[config.mk]
export PLATFORM = sky130hd
export DESIGN_NAME = uart_tx_ctrl
export DESIGN_NICKNAME = d
export VERILOG_FILES = /design/src/rtl/uart_tx_ctrl.sv
export SDC_FILE = /design/constraint.sdc
export NUM_CORES = 1
export LEC_CHECK = 0
export BUFFER_PORTS_ARGS = -buffer_cell sky130_fd_sc_hd__buf_2
export CORE_UTILIZATION = 49
export DETAILED_ROUTE_END_ITERATION = 12
export GPL_TIMING_DRIVEN = 1
export HOLD_SLACK_MARGIN = 0.15
export PLACE_DENSITY = 0.72
export SYNTH_ARGS = -nofsm -noshare
export SYNTH_HDL_FRONTEND = slang
export SYNTH_SLANG_ARGS = --single-unit
export TNS_END_PERCENT = 20
[constraint.sdc]
create_clock -name clk -period 2.01 [get_ports clk]
set_clock_uncertainty 0.2 [all_clocks]
set_input_delay 0 -clock clk [delete_from_list [all_inputs] [get_ports clk]]
set_output_delay 0 -clock clk [all_outputs]
set_load 0.02 [all_outputs]
[src/rtl/uart_tx_ctrl.sv]
// uart_tx_ctrl: transmit sequencer driving an external 11-bit PISO UART shift register.
// Optional one-entry hold buffer enabled by defining UART_TX_HOLD_EN.
`default_nettype none

module uart_tx_ctrl #(
  parameter int BIT_TIME = 5208,
  parameter int CNT_W    = 13
) (
  input  logic        clk,
  input  logic        rst_n,
  input  logic        i_start,
  input  logic [7:0]  i_data,
  input  logic        i_eight,
  input  logic        i_pen,
  input  logic        i_ohel,
  output logic        o_ld,
  output logic        o_shift,
  output logic [10:0] o_frame,
  output logic        o_busy,
  output logic        o_tx_done,
  output logic        o_hold_full
);

  typedef enum logic [1:0] {
    S_IDLE = 2'd0,
    S_LOAD = 2'd1,
    S_SEND = 2'd2
  } state_t;

  localparam logic [CNT_W-1:0] C_CNT_LAST = CNT_W'(BIT_TIME - 1);
  localparam logic [3:0]       C_LAST_BIT = 4'd10;

  state_t           r_state;
  logic [CNT_W-1:0] r_cnt;
  logic [3:0]       r_bitcnt;
  logic             r_ld;
  logic             r_shift;
  logic             r_busy;
  logic             r_tx_done;
  logic [10:0]      r_frame;

  logic             w_par;
  logic [10:0]      w_frame;
  logic             w_cnt_tc;

`ifdef UART_TX_HOLD_EN
  logic [10:0]      r_hold;
  logic             r_hold_full;
  assign o_hold_full = r_hold_full;
`else
  assign o_hold_full = 1'b0;
`endif

  always_comb begin
    w_par = (i_eight ? ^i_data : ^i_data[6:0]) ^ i_ohel;
    case ({i_eight, i_pen})
      2'b11:   w_frame = {1'b1, w_par, i_data, 1'b0};
      2'b10:   w_frame = {2'b11, i_data, 1'b0};
      2'b01:   w_frame = {2'b11, w_par, i_data[6:0], 1'b0};
      default: w_frame = {3'b111, i_data[6:0], 1'b0};
    endcase
  end

  assign w_cnt_tc = (r_cnt == C_CNT_LAST);

  always_ff @(posedge clk or negedge rst_n) begin
    if (!rst_n) begin
      r_state   <= S_IDLE;
      r_cnt     <= '0;
      r_bitcnt  <= '0;
      r_ld      <= 1'b0;
      r_shift   <= 1'b0;
      r_busy    <= 1'b0;
      r_tx_done <= 1'b0;
      r_frame   <= 11'h7FF;
`ifdef UART_TX_HOLD_EN
      r_hold      <= 11'h7FF;
      r_hold_full <= 1'b0;
`endif
    end else begin
      r_ld      <= 1'b0;
      r_shift   <= 1'b0;
      r_tx_done <= 1'b0;
      case (r_state)
        S_IDLE: begin
`ifdef UART_TX_HOLD_EN
          // A held frame takes priority and launches straight after tx_done.
          if (r_hold_full) begin
            r_frame     <= r_hold;
            r_hold_full <= 1'b0;
            r_state     <= S_LOAD;
            r_ld        <= 1'b1;
            r_busy      <= 1'b1;
            r_cnt       <= '0;
          end else
`endif
          if (i_start) begin
            r_frame <= w_frame;
            r_state <= S_LOAD;
            r_ld    <= 1'b1;
            r_busy  <= 1'b1;
            r_cnt   <= '0;
          end else begin
            r_busy <= 1'b0;
          end
        end
        S_LOAD, S_SEND: begin
          r_state <= S_SEND;
          if (w_cnt_tc) begin
            r_cnt   <= '0;
            r_shift <= 1'b1;
            if (r_bitcnt == C_LAST_BIT) begin
              r_bitcnt  <= '0;
              r_tx_done <= 1'b1;
              r_state   <= S_IDLE;
            end else begin
              r_bitcnt <= r_bitcnt + 4'd1;
            end
          end else begin
            r_cnt <= r_cnt + 1'b1;
          end
`ifdef UART_TX_HOLD_EN
          if (i_start && !r_hold_full) begin
            r_hold      <= w_frame;
            r_hold_full <= 1'b1;
          end
`endif
        end
        default: r_state <= S_IDLE;
      endcase
    end
  end

  assign o_ld      = r_ld;
  assign o_shift   = r_shift;
  assign o_frame   = r_frame;
  assign o_busy    = r_busy;
  assign o_tx_done = r_tx_done;

endmodule

`default_nettype wire
* After elaboration in Yosys (flattened, before gate mapping)
Cells that the tools add are included.
Storage, ports and cells: flip-flop bits (word level) 34, bits in latches 0, bits in writable memories 0, bits in read-only memories 0, bits of input ports 14, logic and storage cells 44, memories kept 0
Operators by class: add/sub/neg operators 2, multipliers 0, divide/modulo/power cells 0, magnitude comparators 0, equal/unequal tests 8, shift operators 0, muxes and demuxes 17, bitwise logic cells 1, reductions and logical operators 8
Operators with widths (count):
- $pmux W10 S3 | 1
- $mux W13 | 2
- $pmux W13 S2 | 1
- $add A13 B1 Y13 const B | 1
- $eq A13 B13 Y1 const B | 1
- $mux W1 | 8
- $reduce_xor A8 Y1 | 1
- $reduce_xor A7 Y1 | 1
- $eq A2 B2 Y1 const B | 3
- $mux W2 | 3
- $reduce_and A2 Y1 | 3
- $add A4 B1 Y4 const B | 1
- $eq A2 B1 Y1 const B | 2
- $eq A4 B4 Y1 const B | 1
- $mux W4 | 1
- $pmux W2 S2 | 1
- $logic_not A2 Y1 | 1
- $ne A2 B2 Y1 const B | 1
- $reduce_bool A2 Y1 | 1
- $reduce_or A2 Y1 | 1
- $xor A1 B1 Y1 | 1

* Depth between registers and ports, before layout
Gate-level depths: netlist (run 1).
word-level depth 4, gate-level depth with buffers 7

* Worst setup path before layout (run 1)
OpenSTA, ideal clock, no wires.
kind register -> register, start point register r_cnt[9], end point register r_cnt[1], library setup time 0.121 ns, arrival time 1.724 ns, data required time 1.689 ns, slack -0.035 ns, stages on the path, launching flop included 5, clock period less this slack 2.045 ns, cell sequence dfrtp_1 -> or4_4 -> or3_4 -> and3_1 -> a22o_1
On the way: longest elaborated chain between the ends 3
Ends and longest elaborated chain:
- from (decl) | RTL line 34 | logic [CNT_W-1:0] r_cnt;
- from (signal assigned) | RTL line 120 | r_cnt <= r_cnt + 1'b1;
- $eq A13 B13 Y1 | RTL line 64 | assign w_cnt_tc = (r_cnt == C_CNT_LAST);
- $mux W13 | RTL line 109 | if (w_cnt_tc) begin
- $pmux W13 S2 | RTL line 84 | case (r_state)
Every way passes these cells. A chain may end at the register's enable or synchronous reset.

* Worst setup path after layout (run 1)
start point register r_cnt[3], end point register r_cnt[1]
Same word-level chain as after synthesis.

==> results.md, run 1 <==
- Worst path max stage delay: 0.54 ns
- YS warnings: 0
- Synth area leaders: dfrtp_1 34%, dfstp_2 16%, xnor2_1 6.2%
- Top-count cell post-synth: dfrtp_1
- Max IR drop VDD: 517 µV
- Most frequent cells after synthesis: 23 x dfrtp_1, 17 x nand2_1, 13 x nor2_1
- Ratio of cells with drive above 1 in the final layout: 35.5%
- Max-slew violations: 0
- Final hold vios: 0
- Drt wl/cell: 12.5 µm
- Final setup vio count: 3
- Clock transition at path regs: 0.10 ns
- Yosys top cell area share: 34.0%
- Post-synth top area cell: dfrtp_1
- Post-synth EDFFs: 0
- Largest net degree at the start of global routing: 34
- H-tree depth: 2
- Final setup margin: -0.0239 ns
- Wire length on met2: 1640 µm
- Chip Height: 60.7 µm
- Leak: 1.03 nW
- Routed WL: 3300 µm
- RSZ-0062 raised after global routing: yes
- CTS root buffer: clkbuf_4
- CP cell instances: or4bb_4 -> or3_4 -> and3_4 -> a22o_1
- Gpl congestion: 0.843
- CTS tree: done
- Fill count: 221
- TNS Setup: -0.0387 ns
- Top_reg_cell synth: dfrtp_1
- Max Cap Violations: 0
- Arrival time worst endpoint: 2.06 ns
- Avg Cell Area, Syn: 10.7 µm²
- R2R Path Start: r_cnt[3]$_DFFE_PN0P_
- Number of global-route vias before repair: 1291
- Postcts setup bufs: 0
- Final Non-Filler Cells: 264
- DR pass1 iterations: 4
- Final nets: 240
- CTS sink count: 33
- Cells after DPL: 241
- Initial antenna violation count: 0
- Worst min path class: in -> reg
- Netlist cell types: 35
- Hold_sp: i_start
- Worst slew margin: 53.8%
- Detailed-route via count: 1334
- Clk_lat worst skew: 0.32 ns
- # rows: 20
- Buffers & Inverters on Critical Path: 0
- Achievable Freq: 492 MHz
- Worst-Margin Slew: 0.692 ns
- Post-synthesis sequential area ratio: 49.6%
- Drt via density: 5.05
- Synth Cell Area: 1690 µm²
- CP max-delay cell: or4bb_4
- Failing checks: setup timing
- Synth Register Bits: 33
- CP Class: reg -> reg
- CP Max Fanout: 4
- DP HPWL: 2410 µm
- I/O Buffers: 27
- WL met3: 132 µm
- Category of the worst setup path launch point: register
- CTS buffer count: 5
- Worst Setup SP: r_cnt[3]$_DFFE_PN0P_
- Overall routing resource usage: 20.6%
- Core area: 3150 µm²
- Status: finished with violations
- Starting Density: 53.6%
- Routed metal-1 wirelength: 1470 µm
- Fin util: 70.4%
- Post-Syn Instances: 158
- Syn_nets: 179
- ANT nets after route: 0
- Top Metal Used: met4
- Delay-heaviest family, CP: simple AND/OR/NAND/NOR gates
- Worst Path Required: 2.03 ns
- Asr flop ratio synth: 100%
- Die area: 3690 µm²
- Power per standard cell area: 1140 nW/µm²
- First-pass GRT wire length: 5500 µm
- Die Span X: 60.7 µm
- Crit. End Element: register
- Clock buffer depth: 2
- Min Clock Period, post-route: 2.03 ns
- Detailed Route Iter0 Violations: 59
- Total grt overflow: 0
- Ant. Diodes: 0
- Post-route DRC: 0
- Area growth syn-to-layout: 31.2%
- Period utilisation layout: 101%
- I/O pin total: 30
[final timing paths]
| kind | endpoint | slack (ns) | depth (start not counted) |
|---|---|---|---|
| hold reg to reg | o_frame[8]$_DFFE_PN1P_ | 0.29 | 2 |
| min in group asynchronous | o_ld$_DFF_PN0_ | 0.59 | 3 |
| setup reg to reg | r_cnt[1]$_DFFE_PN0P_ | -0.02 | 4 |
| setup / recovery | r_cnt[1]$_DFFE_PN0P_ | -0.02 | 4 |
| max in group asynchronous | r_cnt[0]$_DFFE_PN0P_ | 0.57 | 3 |
| hold / removal | r_state[0]$_DFFE_PN0P_ | 0.27 | 3 |
[power breakdown]
| group | switching (W) | total (W) | internal, W |
|---|---|---|---|
| registers | 0.0000949 | 0.000986 | 0.000891 |
| clock network | 0.000208 | 0.000341 | 0.000133 |
| logic | 0.000664 | 0.00119 | 0.000528 |
[cell usage in the layout (no fill, tap or decap), types with 2 or more instances in the layout]
cell type / instances
buf_2: 27
dfrtp_1: 23
nand2_1: 16
dlygate4sd3_1: 15
buf_4: 15
nor2_1: 13
xnor2_1: 12
dfstp_2: 10
inv_1: 9
mux2_2: 8
o21ai_0: 6
ha_1: 6
xor2_1: 5
clkbuf_4: 5
nand4_1: 4
nand3_1: 4
o21a_1: 3
and3_1: 3
a31oi_1: 3
o21ai_1: 3
a211oi_1: 2
and2_1: 2
and4_1: 2
nor2b_1: 2
conb_1: 2
clkinv_2: 2
[repair_timing]
action                     CTS  global route
pin swaps                    4             5
gates resized for setup      1             8
hold buffers                15             0
hold endpoints to repair    56             0
setup endpoints to repair   10            14
[routing by layer]
metal	up-vias	GRT usage, %
met5	-	0
met4	0	8.77
met3	5	5.76
met2	34	35.3
met1	636	24.1
li1	659	-
[final cells by class]
type                            instances  area (µm²)  share of cell area (%)
Clock inverter                          2        10.0                   0.451
Timing Repair Buffer                   57         398                    17.9
Inverter                               10        37.5                    1.69
Sequential cell                        33         838                    37.8
Multi-Input combinational cell        112         838                    37.8
Tap cell                               44        55.1                    2.48
Clock buffer                            6        41.3                    1.86
[sequential cells by signal (all words and copies together), names as in the netlist]
signal     flops
o_shift        1
r_state        2
o_tx_done      1
o_ld           1
r_bitcnt       4
o_frame       10
o_busy         1
r_cnt         13
[worst reg2reg max path: stages, from the launching register on]
cell and delay [ns]:
dfrtp_1 0.39, or4bb_4 0.54, or3_4 0.44, and3_4 0.19
a22o_1 0.18
[cell families (layout without fill, tap and decap cells)]
logic type / Yosys count / count (layout) / synth area share (%)
AND/OR/NAND/NOR: 54 / 54 / 17.2
flip-flops: 33 / 33 / 49.6
AO/OA/AOI/OAI: 23 / 23 / 8.73
XOR/XNOR: 18 / 18 / 10.1
buffers and inverters: 13 / 75 / 3.33
multiplexers: 8 / 8 / 5.33
adder cells (fa/ha/maj): 7 / 7 / 5.18
other: 2 / 2 / 0.444
[metrics by stage]
stage | worst slack, ns | total power, W | hold slack, ns | instance area, µm²
5_1_grt | -0.0893 | 0.00270 | 0.261 | 2220
4_1_cts | -0.0238 | 0.00247 | 0.241 | 2190
2_1_floorplan | -0.0276 | 0.00169 | -0.496 | 1700
6_report | -0.0239 | 0.00252 | 0.265 | 2220
3_3_place_gp | -0.0250 | 0.00204 | -0.129 | 1980
3_5_place_dp | -0.0613 | 0.00208 | -0.108 | 1980
Note: power is estimated with default switching activity, not from simulation.
==> run 2, diff against run 1 <==
==> constraint.sdc (replaced) <==
create_clock -name clk -period 1.7 [get_ports clk]
set_clock_uncertainty 0.2 [all_clocks]
set_input_delay 0 -clock clk [delete_from_list [all_inputs] [get_ports clk]]
set_output_delay 0 -clock clk [all_outputs]
set_load 0.02 [all_outputs]
==> run 2 against run 1 <==
The run still ends with setup timing left. Setup slack lost 0.33 ns. Cell count grew 5.7%. Total power grew 28%. Critical path depth is the same. Routed wire length grew 22%. Critical path type unchanged.
==> results.md, run 2 (synthesized netlist as in run 1, its figures left out) <==
- Status: finished with violations
- Failing checks: setup timing
- Clock buffer depth: 2 (unchanged)
- H-tree depth: 2 (unchanged)
- Core area: 3150 µm² (unchanged)
- TNS Setup: -5.08 ns (-5.05 ns)
- Chip Height: 60.7 µm (unchanged)
- Ratio of cells with drive above 1 in the final layout: 40.4% (+5.0 points)
- Commonest cells after routing, fill and taps aside: 28 x buf_2, 26 x buf_4, 23 x dfrtp_1
- Leak: 1.12 nW (+8.6%)
- Drt via density: 5.29 (+4.8%)
- Overall routing resource usage: 23.0% (+2.5 points)
- ANT nets after route: 0 (unchanged)
- Crit. End Element: register
- Drt wl/cell: 14.4 µm (+15%)
- Worst slack, placed: -0.374 ns (-0.312 ns)
- Fill count: 216 (-2.3%)
- First-pass GRT wire length: 6000 µm (+9.0%)
- Total grt overflow: 0 (unchanged)
- Number of global-route vias before repair: 1442 (+12%)
- Worst-Margin Slew: 0.718 ns (+0.0256 ns)
- CP cell instances: or4_4 -> or3_4 -> and3_4 -> a22o_1
- Detailed Route Iter0 Violations: 64 (+8.5%)
- Area growth syn-to-layout: 40.6%
- Most common cell after layout, fill and taps aside: buf_2
- CP Max Fanout: 4 (unchanged)
- Achievable Freq: 488 MHz (-0.84%)
- Largest net degree at the start of global routing: 34 (unchanged)
- Worst path max stage delay: 0.59 ns (+0.05 ns)
- Ant. Diodes: 0 (unchanged)
- Max-slew violations: 0 (unchanged)
- CTS buffer count: 5 (unchanged)
- DP HPWL: 2650 µm (+10%)
- Initial antenna violation count: 0 (unchanged)
- RSZ-0062 raised after global routing: yes
- Detailed-route via count: 1477 (+11%)
- Max Cap Violations: 0 (unchanged)
- Clock transition at path regs: 0.09 ns (about the same)
- I/O pin total: 30 (unchanged)
- CTS tree: done
- I/O Buffers: 27 (unchanged)
- Clk_lat worst skew: 0.34 ns (+0.02 ns)
- Area of the multi-input gates: 876 µm² (+4.5%)
- Gpl congestion: 0.849 (+0.72%)
- Final setup vio count: 20 (+17)
- Worst Path Required: 1.73 ns (-0.30 ns)
- Final setup margin: -0.351 ns (-0.327 ns)
- Starting Density: 53.6% (unchanged)
- Arrival time worst endpoint: 2.08 ns (+0.02 ns)
- Die Span X: 60.7 µm (unchanged)
- Final nets: 255 (+6.3%)
- DR pass1 iterations: 4 (unchanged)
- Final hold slack: 0.132 ns (-0.133 ns)
- CP Class: reg -> reg
- Reg area: 838 µm² (unchanged)
- Die area: 3690 µm² (unchanged)
- Max reg flops: 13 (unchanged)
- Max IR drop VDD: 681 µV (+32%)
- CTS sink count: 33 (unchanged)
- # rows: 20 (unchanged)
- Worst min path class: in -> reg
- Worst slew margin: 52.1% (-1.7 points)
- Power per standard cell area: 1360 nW/µm² (+20%)
- Period utilisation layout: 121% (+19 points)
- Category of the worst setup path launch point: register
- Min Clock Period, post-route: 2.05 ns (+0.0173 ns)
- CP max-delay cell: or4_4
- CTS root buffer: clkbuf_4
- Final hold vios: 0 (unchanged)
- Post-route DRC: 0 (unchanged)
- Top reg by flops: r_cnt
- Routed WL: 4010 µm (+22%)
-- run 2: changes by cell type in the layout (fill, tap and decap cells not counted), sizes merged --
cell,change
buf,+14
dlygate4sd3,+1
-- run 2: per-layer routing --
| metal | global-route usage [%] | vias to the layer above | share of wire [%] | routed length (µm) |
|---|---|---|---|---|
| li1 | - | 692 | - | - |
| met1 | 23.7 | 714 | 40 | 1620 |
| met2 | 41.0 | 52 | 50 | 2020 |
| met3 | 7.68 | 19 | 4.8 | 193 |
| met4 | 13.0 | 0 | 4.2 | 170 |
| met5 | 0 | - | 0 | 0 |
-- run 2: where the power goes --
part           internal, W  switching, W  total, W
registers          0.00105     0.0000957   0.00115
logic             0.000777      0.000887   0.00166
clock network     0.000157      0.000259  0.000416
-- run 2: what timing repair did --
action                     4_1_cts  5_1_grt
gates cloned                     0        0
hold buffers                    16        1
setup endpoints to repair       19       28
resized for setup                5       11
pin swaps                        8        4
hold endpoints to repair        60        1
setup buffers                    1        1
-- run 2: worst paths after layout --
path / startpoint / to / slack (ns) / cells past startpoint
max: r_cnt[5]$_DFFE_PN0P_ / r_cnt[1]$_DFFE_PN0P_ / -0.35 / 4
min in group asynchronous: rst_n / r_bitcnt[2]$_DFFE_PN0P_ / 0.62 / 3
min reg2reg: o_frame[8]$_DFFE_PN1P_ / o_frame[8]$_DFFE_PN1P_ / 0.29 / 2
min: i_pen / o_frame[9]$_DFFE_PN1P_ / 0.13 / 6
max reg2reg: r_cnt[5]$_DFFE_PN0P_ / r_cnt[1]$_DFFE_PN0P_ / -0.35 / 4
max in group asynchronous: rst_n / r_cnt[0]$_DFFE_PN0P_ / 0.22 / 3
-- run 2: worst max-delay path: cells and delay by family (launching register included) --
kind / cells / cell delay, ns
flip-flops: 1 / 0.39
AO/OA/AOI/OAI: 1 / 0.18
AND/OR/NAND/NOR: 3 / 1.18
-- run 2: cell type report --
class	instances	share of cell area (%)
clock buffers	6	1.74
clock inverters	2	0.421
inverters	10	1.58
multi-input cells	112	36.9
flip-flops and latches	33	35.3
well taps	44	2.32
repair buffers	72	21.8
-- run 2: through the flow --
step,cells,instance area (µm²),utilization (%),power [W]
finish,279,2380,75.4,0.00323
global route,279,2380,75.4,0.00343
CTS,277,2300,73.0,0.00306
detailed placement,252,2070,65.5,0.00258
global placement,252,2070,65.5,0.00252
floorplan,158,1700,-,0.00200
